`config.mk`:
```
export PLATFORM = sky130hd
export DESIGN_NAME = bt_calc_host
export DESIGN_NICKNAME = d
export VERILOG_FILES = /design/src/rtl/bt_calc_pkg.sv /design/src/rtl/bt_result_decoder.sv /design/src/rtl/bt_calc_host.sv
export SDC_FILE = /design/constraint.sdc
export NUM_CORES = 1
export LEC_CHECK = 0
export CAP_MARGIN = 20
export CORE_MARGIN = 4
export CORE_UTILIZATION = 55
export DETAILED_ROUTE_END_ITERATION = 7
export PLACE_DENSITY = 0.78
export SYNTH_ARGS = -nofsm -noshare
export SYNTH_HDL_FRONTEND = slang
export SYNTH_HIERARCHICAL = 1
export SYNTH_SLANG_ARGS = --single-unit
export TNS_END_PERCENT = 1
```
`constraint.sdc`:
```
create_clock -name clk -period 4.4 [get_ports clk]
set_input_delay 0.88 -clock clk [delete_from_list [all_inputs] [get_ports clk]]
set_output_delay 0.88 -clock clk [all_outputs]
set_load 0.01 [all_outputs]
```
`src/rtl/bt_calc_pkg.sv`:
```
// Shared definitions for the balanced-ternary calculator host: trit codes,
// error codes, sequencer states and the operand encoder.
package bt_calc_pkg;

  localparam logic [1:0] TRIT_NEG  = 2'b01;
  localparam logic [1:0] TRIT_ZERO = 2'b11;
  localparam logic [1:0] TRIT_POS  = 2'b10;
  localparam logic [1:0] TRIT_ILL  = 2'b00;

  localparam logic [1:0] ERR_OK       = 2'd0;
  localparam logic [1:0] ERR_RANGE    = 2'd1;
  localparam logic [1:0] ERR_TRIT     = 2'd2;
  localparam logic [1:0] ERR_UNSTABLE = 2'd3;

  typedef enum logic [1:0] {IDLE, SETTLE, SAMPLE, RESP} state_t;

  // Two's complement patterns 5..7 and -8..-5 occupy codes 4'h5..4'hB.
  function automatic logic in_range(input logic [3:0] v);
    return !((v >= 4'd5) && (v <= 4'd11));
  endfunction

  function automatic logic [3:0] enc_operand(input logic [3:0] v);
    logic [3:0] t;
    case (v)
      4'hC:    t = {TRIT_NEG,  TRIT_NEG};
      4'hD:    t = {TRIT_NEG,  TRIT_ZERO};
      4'hE:    t = {TRIT_NEG,  TRIT_POS};
      4'hF:    t = {TRIT_ZERO, TRIT_NEG};
      4'h0:    t = {TRIT_ZERO, TRIT_ZERO};
      4'h1:    t = {TRIT_ZERO, TRIT_POS};
      4'h2:    t = {TRIT_POS,  TRIT_NEG};
      4'h3:    t = {TRIT_POS,  TRIT_ZERO};
      4'h4:    t = {TRIT_POS,  TRIT_POS};
      default: t = {TRIT_ZERO, TRIT_ZERO};
    endcase
    return t;
  endfunction

endpackage

```
`src/rtl/bt_result_decoder.sv`:
```
// Combinational decoder: four 2-bit trits (r3..r0) to a signed 7-bit value,
// flagging any illegal 00 code.
module bt_result_decoder
  import bt_calc_pkg::*;
(
  input  logic        [7:0] trits,
  output logic signed [6:0] value,
  output logic              illegal
);

  function automatic logic signed [6:0] weigh(input logic [1:0] code,
                                               input logic signed [6:0] w);
    logic signed [6:0] r;
    case (code)
      TRIT_POS: r = w;
      TRIT_NEG: r = -w;
      default:  r = '0;
    endcase
    return r;
  endfunction

  always_comb begin
    illegal = (trits[7:6] == TRIT_ILL) || (trits[5:4] == TRIT_ILL) ||
              (trits[3:2] == TRIT_ILL) || (trits[1:0] == TRIT_ILL);
    value   = '0;
    if (!illegal)
      value = weigh(trits[7:6], 7'sd27) + weigh(trits[5:4], 7'sd9) +
              weigh(trits[3:2], 7'sd3)  + weigh(trits[1:0], 7'sd1);
  end

endmodule

```
`src/rtl/bt_calc_host.sv`:
```
// Host sequencer for the balanced-ternary calculator core: encodes operands,
// waits for the core to settle, double-samples the result and returns it.
module bt_calc_host
  import bt_calc_pkg::*;
#(
  parameter int SETTLE_CYCLES = 4,
  parameter int MAX_RETRY     = 2,
  parameter int CNT_W         = 8
) (
  input  logic       clk,
  input  logic       rst,
  input  logic       op_valid,
  output logic       op_ready,
  input  logic [3:0] op_a,
  input  logic [3:0] op_b,
  output logic [7:0] calc_in,
  input  logic [7:0] calc_out,
  output logic       res_valid,
  input  logic       res_ready,
  output logic [6:0] res_value,
  output logic [1:0] res_err
);

  localparam int RETRY_W = $clog2(MAX_RETRY + 2);

  state_t             state, state_n;
  logic [CNT_W-1:0]   cnt, cnt_n;
  logic [RETRY_W-1:0] retry, retry_n;
  logic [7:0]         calc_in_n;
  logic [7:0]         s0, s0_n;
  logic [6:0]         value_n;
  logic [1:0]         err_n;
  logic signed [6:0]  dec_value;
  logic               dec_illegal;

  bt_result_decoder u_dec (
    .trits   (s0),
    .value   (dec_value),
    .illegal (dec_illegal)
  );

  always_ff @(posedge clk) begin
    if (rst) begin
      state     <= IDLE;
      cnt       <= '0;
      retry     <= '0;
      calc_in   <= 8'hFF;
      s0        <= '0;
      res_value <= '0;
      res_err   <= ERR_OK;
    end else begin
      state     <= state_n;
      cnt       <= cnt_n;
      retry     <= retry_n;
      calc_in   <= calc_in_n;
      s0        <= s0_n;
      res_value <= value_n;
      res_err   <= err_n;
    end
  end

  // The second sample is the live calc_out; s0 holds the first.
  always_comb begin
    state_n   = state;
    cnt_n     = cnt;
    retry_n   = retry;
    calc_in_n = calc_in;
    s0_n      = s0;
    value_n   = res_value;
    err_n     = res_err;
    case (state)
      IDLE: begin
        if (op_valid) begin
          if (!in_range(op_a) || !in_range(op_b)) begin
            state_n = RESP;
            err_n   = ERR_RANGE;
            value_n = '0;
          end else begin
            calc_in_n = {enc_operand(op_a), enc_operand(op_b)};
            cnt_n     = CNT_W'(SETTLE_CYCLES - 1);
            retry_n   = '0;
            state_n   = SETTLE;
          end
        end
      end
      SETTLE: begin
        if (cnt == '0) begin
          s0_n    = calc_out;
          state_n = SAMPLE;
        end else begin
          cnt_n = cnt - 1'b1;
        end
      end
      SAMPLE: begin
        if (s0 == calc_out) begin
          state_n = RESP;
          value_n = dec_illegal ? 7'd0 : dec_value;
          err_n   = dec_illegal ? ERR_TRIT : ERR_OK;
        end else if (retry < RETRY_W'(MAX_RETRY)) begin
          retry_n = retry + 1'b1;
          cnt_n   = CNT_W'(SETTLE_CYCLES - 1);
          state_n = SETTLE;
        end else begin
          state_n = RESP;
          value_n = '0;
          err_n   = ERR_UNSTABLE;
        end
      end
      RESP: begin
        if (res_ready) state_n = IDLE;
      end
      default: state_n = IDLE;
    endcase
  end

  assign op_ready  = (state == IDLE) && !rst;
  assign res_valid = (state == RESP);

endmodule

```
==> results.md, run 1 <==
* Ys async rst share at 0%
* Clk Latency, worst-skew pair at 300 ps
* WHS Path Cells at 1
* Setup crit start kind: flip-flop
* DP HPWL at 4.35 mm
* Die height at 78.3 um
* GRT Util Overall at 20.0%
* Post-synth EDFFs at 0
* Syn Area/Cell at 8.99 sq um
* Post-Layout Cell Count at 408
* Family with the most delay on the worst path: adder cells
* First-pass DRT Iterations at 4
* Die area at 6130 sq um
* Buf/Inv on CP at 3
* Period minus WS final at 3400 ps
* Slew @ Worst Pin at 633 ps
* # diodes at 0
* CTS root buf: clkbuf_8
* Synthesized area at 2720 sq um
* Clk slew on worst S/H paths at 70 ps
* CP Cell Sequence: inv_1 -> ha_1 -> inv_1 -> fa_1 -> fa_1 -> inv_1 -> ha_1 -> fa_1 -> a21o_1 -> a21oi_1 -> xor2_1 -> nor2_1 -> a22o_1
* Final hold vios at 0
* Setup crit end kind: flip-flop
* Largest net degree at the start of global routing at 34
* Max incr delay on CP at 560 ps
* Critical Path Start: s0[1]
* Starting density of the core at 57.1%
* RSZ-0062 raised after global routing: no
* Area Overhead vs Synth at 20.1%
* Sequential fraction of the synthesis area at 27.3%
* Largest cells by area after synthesis: dfxtp_1 (27%), ha_1 (13%), fa_1 (6.6%)
* Maximum clock path buffer count at 2
* Drt drc at 0
* Number of cell rows at 25
* Required @ worst endpoint at 4590 ps
* Initial antenna violation count at 0
* RePlAce Congestion at 0.806
* Overflow after GRT at 0
* Worst r2r src: s0[1]
* Post-Route WL at 5.67 mm
* Status: finished clean
* Syn Nets at 360
* # nets final at 398
* Hold Startpoint: calc_in[5]
* Leak pwr at 1.42 nW
* Pins Over Slew Limit at 0
* Cell taking the most area after synthesis: dfxtp_1
* Setup CP Type: flip-flop to flip-flop
* Cts bufs inserted at 5
* Yosys cell types at 52
* Port Buffers at 38
* Post-CTS sizing at 0
* Vias per cell at 5.40
* Core Box Area at 4750 sq um
* Worst Path Max Fanout at 3
* Yosys reg bits at 37
* Top-area cell type share of the netlist area at 27.3%
* Fmax at 294 MHz
* Post-cts hold buffer count at 0
* Setup TNS at 0 ps
* Total power at 1.58 mW
* Sink Count at 37
* Filler cells at 408
* Endpoints failing setup at 0
* Final period util at 77.2%
* Max-slew headroom at 57.5%
* DRT antenna net count at 0
* Stages on the worst setup path at 13
* Post-Synthesis Cells at 302
* Placed cells at 400
* Fin Clk Skew at 8.59 ps
* Post-synth top cells: inv_1 (41), dfxtp_1 (37), nor2_1 (32)
* Max cap viols at 0
* Vias in the first global route at 2185
* Reg2Reg Depth at 13
* Vias at 2205
* CTS tree: yes
* Die X at 78.3 um
* PD cells at 485 nW/um^2
* Postcts setup bufs at 0
* Fraction of layout cells with a size suffix above 1 at 8.21%
* Routed WL per cell at 13.9 um
* Count leader, synth: inv_1
* Initial DRC count at 114
* Synth warn at 6
* First-pass GRT wire length at 9.70 mm
* Slowest cell on the critical path: fa_1
* Max VDD drop at 0.000228 V
* Worst min-delay path class: flip-flop to flip-flop
* H-tree depth at 2
* Boundary Pins at 39
* Worst EP arrival at 3590 ps
* Most common flop cell mapped by yosys: dfxtp_1
==> registers in the layout, summed over array words and instances (netlist names) <==
name,flops
state,2
calc_in,8
cnt,8
s0,8
res_value,7
res_err,2
retry,2
==> worst register-to-register path: cells and delay by family (launching register included) <==
kind / cells / cell delay, ps
flops: 1 / 330
xor+xnor: 1 / 160
simple gates: 1 / 50
fa+ha+maj: 5 / 1980
compound gates: 3 / 550
buf+inv: 3 / 220
==> routing by layer <==
metal / share of wire [%] / global-route usage, % / vias up
li1: - / - / 1125
met1: 46 / 24.9 / 1037
met2: 48 / 32.8 / 34
met3: 4.3 / 4.70 / 9
met4: 1.8 / 8.92 / 0
met5: 0 / 0 / -
==> cell type report <==
type	instances	area (sq um)	share of cell area [%]
repair buffers	39	388	11.9
clock buffers	7	86.3	2.65
inverters	42	158	4.83
well taps	67	83.8	2.57
flip-flops and latches	37	741	22.7
multi-input cells	215	1780	54.4
clock inverters	1	30.0	0.920
==> cell families (layout without fill, tap and decap cells) <==
kind of cell	after synthesis	in the layout	synth area share [%]
mux	12	12	4.70
buf+inv	50	89	7.32
xor+xnor	13	13	4.19
simple gates	86	86	17.8
flops	37	37	27.3
fa+ha+maj	38	38	20.0
compound gates	66	66	18.7
==> stage by stage <==
stage	worst slack [ps]	hold WS (ps)	instance area (sq um)	utilization, %
after floorplan	1190	468	2720	-
after global placement	1090	445	3150	66.2
after detailed placement	1000	452	3150	66.2
after CTS	983	470	3260	68.6
after global routing	788	485	3260	68.6
final	1000	467	3260	68.6
==> cells in the final DEF (no fill, tap or decap), drive strengths merged, types with 4 or more instances in the layout <==
master / count
or3: 4
nor3: 7
inv: 42
a21oi: 10
mux2i: 9
nand2b: 6
and2: 5
clkdlybuf4s50: 38
dfxtp: 37
clkbuf: 7
nor2: 34
xor2: 10
nor4: 5
a22o: 7
a211o: 7
a211oi: 9
a31oi: 5
nand2: 14
o21ai: 5
fa: 9
ha: 29
==> where the power goes <==
part | leakage (nW) | internal, mW | switching (mW)
Clock | 0.0585 | 0.185 | 0.125
Sequential | 0.301 | 0.397 | 0.0690
Combinational | 1.06 | 0.352 | 0.455
Total | 1.42 | 0.934 | 0.649
==> worst paths after layout <==
path | to | slack [ps]
hold reg to reg | calc_in[5] | 470
setup / recovery | res_value[5] | 1000
setup reg to reg | res_value[5] | 1000
hold / removal | calc_in[5] | 470
Note: power is estimated with default switching activity, not from simulation.
==> run 2: changes to the inputs <==
--- a/config.mk
+++ b/config.mk
@@ -7,9 +7,9 @@
 export LEC_CHECK = 0
 export CAP_MARGIN = 20
 export CORE_MARGIN = 4
-export CORE_UTILIZATION = 55
+export CORE_UTILIZATION = 50
 export DETAILED_ROUTE_END_ITERATION = 7
-export PLACE_DENSITY = 0.78
+export PLACE_DENSITY = 0.75
 export SYNTH_ARGS = -nofsm -noshare
 export SYNTH_HDL_FRONTEND = slang
 export SYNTH_HIERARCHICAL = 1
==> constraint.sdc (replaced) <==
create_clock -name clk -period 3.1 [get_ports clk]
set_input_delay 0.62 -clock clk [delete_from_list [all_inputs] [get_ports clk]]
set_output_delay 0.62 -clock clk [all_outputs]
set_load 0.01 [all_outputs]
==> results.md, run 2 (synthesis gave the netlist of run 1 again) <==
* Status: complete, but fails checks
* Failing checks: negative setup slack
* Worst min-delay path class: flip-flop to flip-flop
* CTS root buf: clkbuf_8
* Endpoints failing setup at 1
* Vias in the first global route at 2340
* Cts bufs inserted at 5
* Slowest cell on the critical path: fa_1
* Number of cell rows at 26
* Final hold vios at 0
* Setup CP Type: flip-flop to flip-flop
* Reg2Reg Depth at 12
* Overflow after GRT at 0
* Leak pwr at 1.52 nW
* DP HPWL at 4.61 mm
* Starting density of the core at 52.5%
* CTS tree: yes
* Fmax at 320 MHz
* Setup crit end kind: flip-flop
* RePlAce Congestion at 0.827
* Post-cts hold buffer count at 0
* Top Registers: calc_in (8), cnt (8), s0 (8)
* Max VDD drop at 0.000341 V
* Worst EP arrival at 3360 ps
* GRT Util Overall at 20.4%
* PD cells at 675 nW/um^2
* Pins Over Slew Limit at 0
* Die area at 6680 sq um
* RSZ-0062 raised after global routing: yes
* Die X at 81.7 um
* Setup crit start kind: flip-flop
* Setup ws final at -26.8 ps
* Buf/Inv on CP at 3
* # nets final at 419
* First-pass DRT Iterations at 4
* Required @ worst endpoint at 3340 ps
* Clk slew on worst S/H paths at 80 ps
* Period minus WS final at 3130 ps
* H-tree depth at 2
* Most common cell after layout, fill and taps aside: clkdlybuf4s50_1
* Total power at 2.35 mW
* Core Box Area at 5170 sq um
* WHS Path Cells at 1
* Largest net degree at the start of global routing at 34
* Clk Latency, worst-skew pair at 290 ps
* Die height at 81.7 um
* Initial antenna violation count at 0
* Post-Route WL at 6.06 mm
* Vias at 2333
* Stages on the worst setup path at 12
* Commonest non-fill, non-tap cells in the layout: clkdlybuf4s50_1 (38), inv_1 (37), nor2_1 (32)
* Max incr delay on CP at 550 ps
* First-pass GRT wire length at 10.6 mm
* Fraction of layout cells with a size suffix above 1 at 19.9%
* Drt drc at 0
* CP Cell Sequence: buf_4 -> ha_4 -> fa_1 -> inv_1 -> fa_1 -> inv_2 -> ha_4 -> a211oi_4 -> o21bai_2 -> a2111o_1 -> o21ai_0 -> a22o_1
* DRT antenna net count at 0
* Port Buffers at 38
* Vias per cell at 5.40
* Maximum clock path buffer count at 2
* Area Overhead vs Synth at 28.4%
* Initial DRC count at 132
* Setup TNS at -26.8 ps
* # diodes at 0
* Fin Clk Skew at 3.90 ps
* Boundary Pins at 39
* Final period util at 101%
* Sink Count at 37
* Routed WL per cell at 14.0 um
* Worst Path Max Fanout at 3
* Slew @ Worst Pin at 552 ps
* Family with the most delay on the worst path: adder cells
* Max cap viols at 0
* Max-slew headroom at 63.2%
## run 2: metal layers
metal  vias up  wire (um)  GRT usage [%]
met1      1110       2620           25.8
met5         -          0              0
li1       1163          -              -
met3         4        318           4.61
met4         0         46           5.65
met2        56       3070           34.9
## run 2: path summary, 6_finish.rpt
| path | startpoint | endpoint | slack, ps |
|---|---|---|---|
| worst max-delay path | s0[4] | res_value[6] | -30 |
| worst min-delay path | calc_in[6] | calc_in[6] | 470 |
| worst max register to register | s0[4] | res_value[6] | -30 |
| worst min register to register | calc_in[6] | calc_in[6] | 470 |
## run 2: layout make-up
type                            instances  area, sq um
Sequential cell                        37          751
Fill cell                             415         1690
Inverter                               42          158
Timing Repair Buffer                   60          546
Clock buffer                            5         68.8
Clock inverter                          3         17.5
Tap cell                               70         87.6
Multi-Input combinational cell        215         1860
## run 2: report_power, final
group / internal [mW] / switching (mW) / total, mW
clock: 0.155 / 0.184 / 0.339
combinational: 0.625 / 0.729 / 1.35
sequential: 0.568 / 0.0917 / 0.659
total: 1.35 / 1.00 / 2.35
## run 2: worst reg2reg max path: cells and delay by family (launching register included)
family / cells / cell delay (ps)
AO/OA/AOI/OAI: 5 / 980
adder cells (fa/ha/maj): 4 / 1480
buffers and inverters: 3 / 270
flip-flops: 1 / 330
## run 2: stage by stage
step | hold slack [ps] | cells | utilization (%) | setup slack (ps) | cell area, sq um
floorplan | 468 | 302 | - | -3.52 | 2740
global placement | 444 | 420 | 63.8 | -17.5 | 3300
detailed placement | 451 | 420 | 63.8 | -135 | 3300
CTS | 472 | 432 | 66.8 | 5.92 | 3460
global route | 495 | 432 | 67.4 | -117 | 3490
finish | 465 | 432 | 67.4 | -26.8 | 3490
## run 2: what timing repair did
item                                    4_1_cts  5_1_grt
pin swaps                                     5        7
gates resized for setup                       9       11
buffers inserted                              4        0
endpoints found under the setup margin        2        2
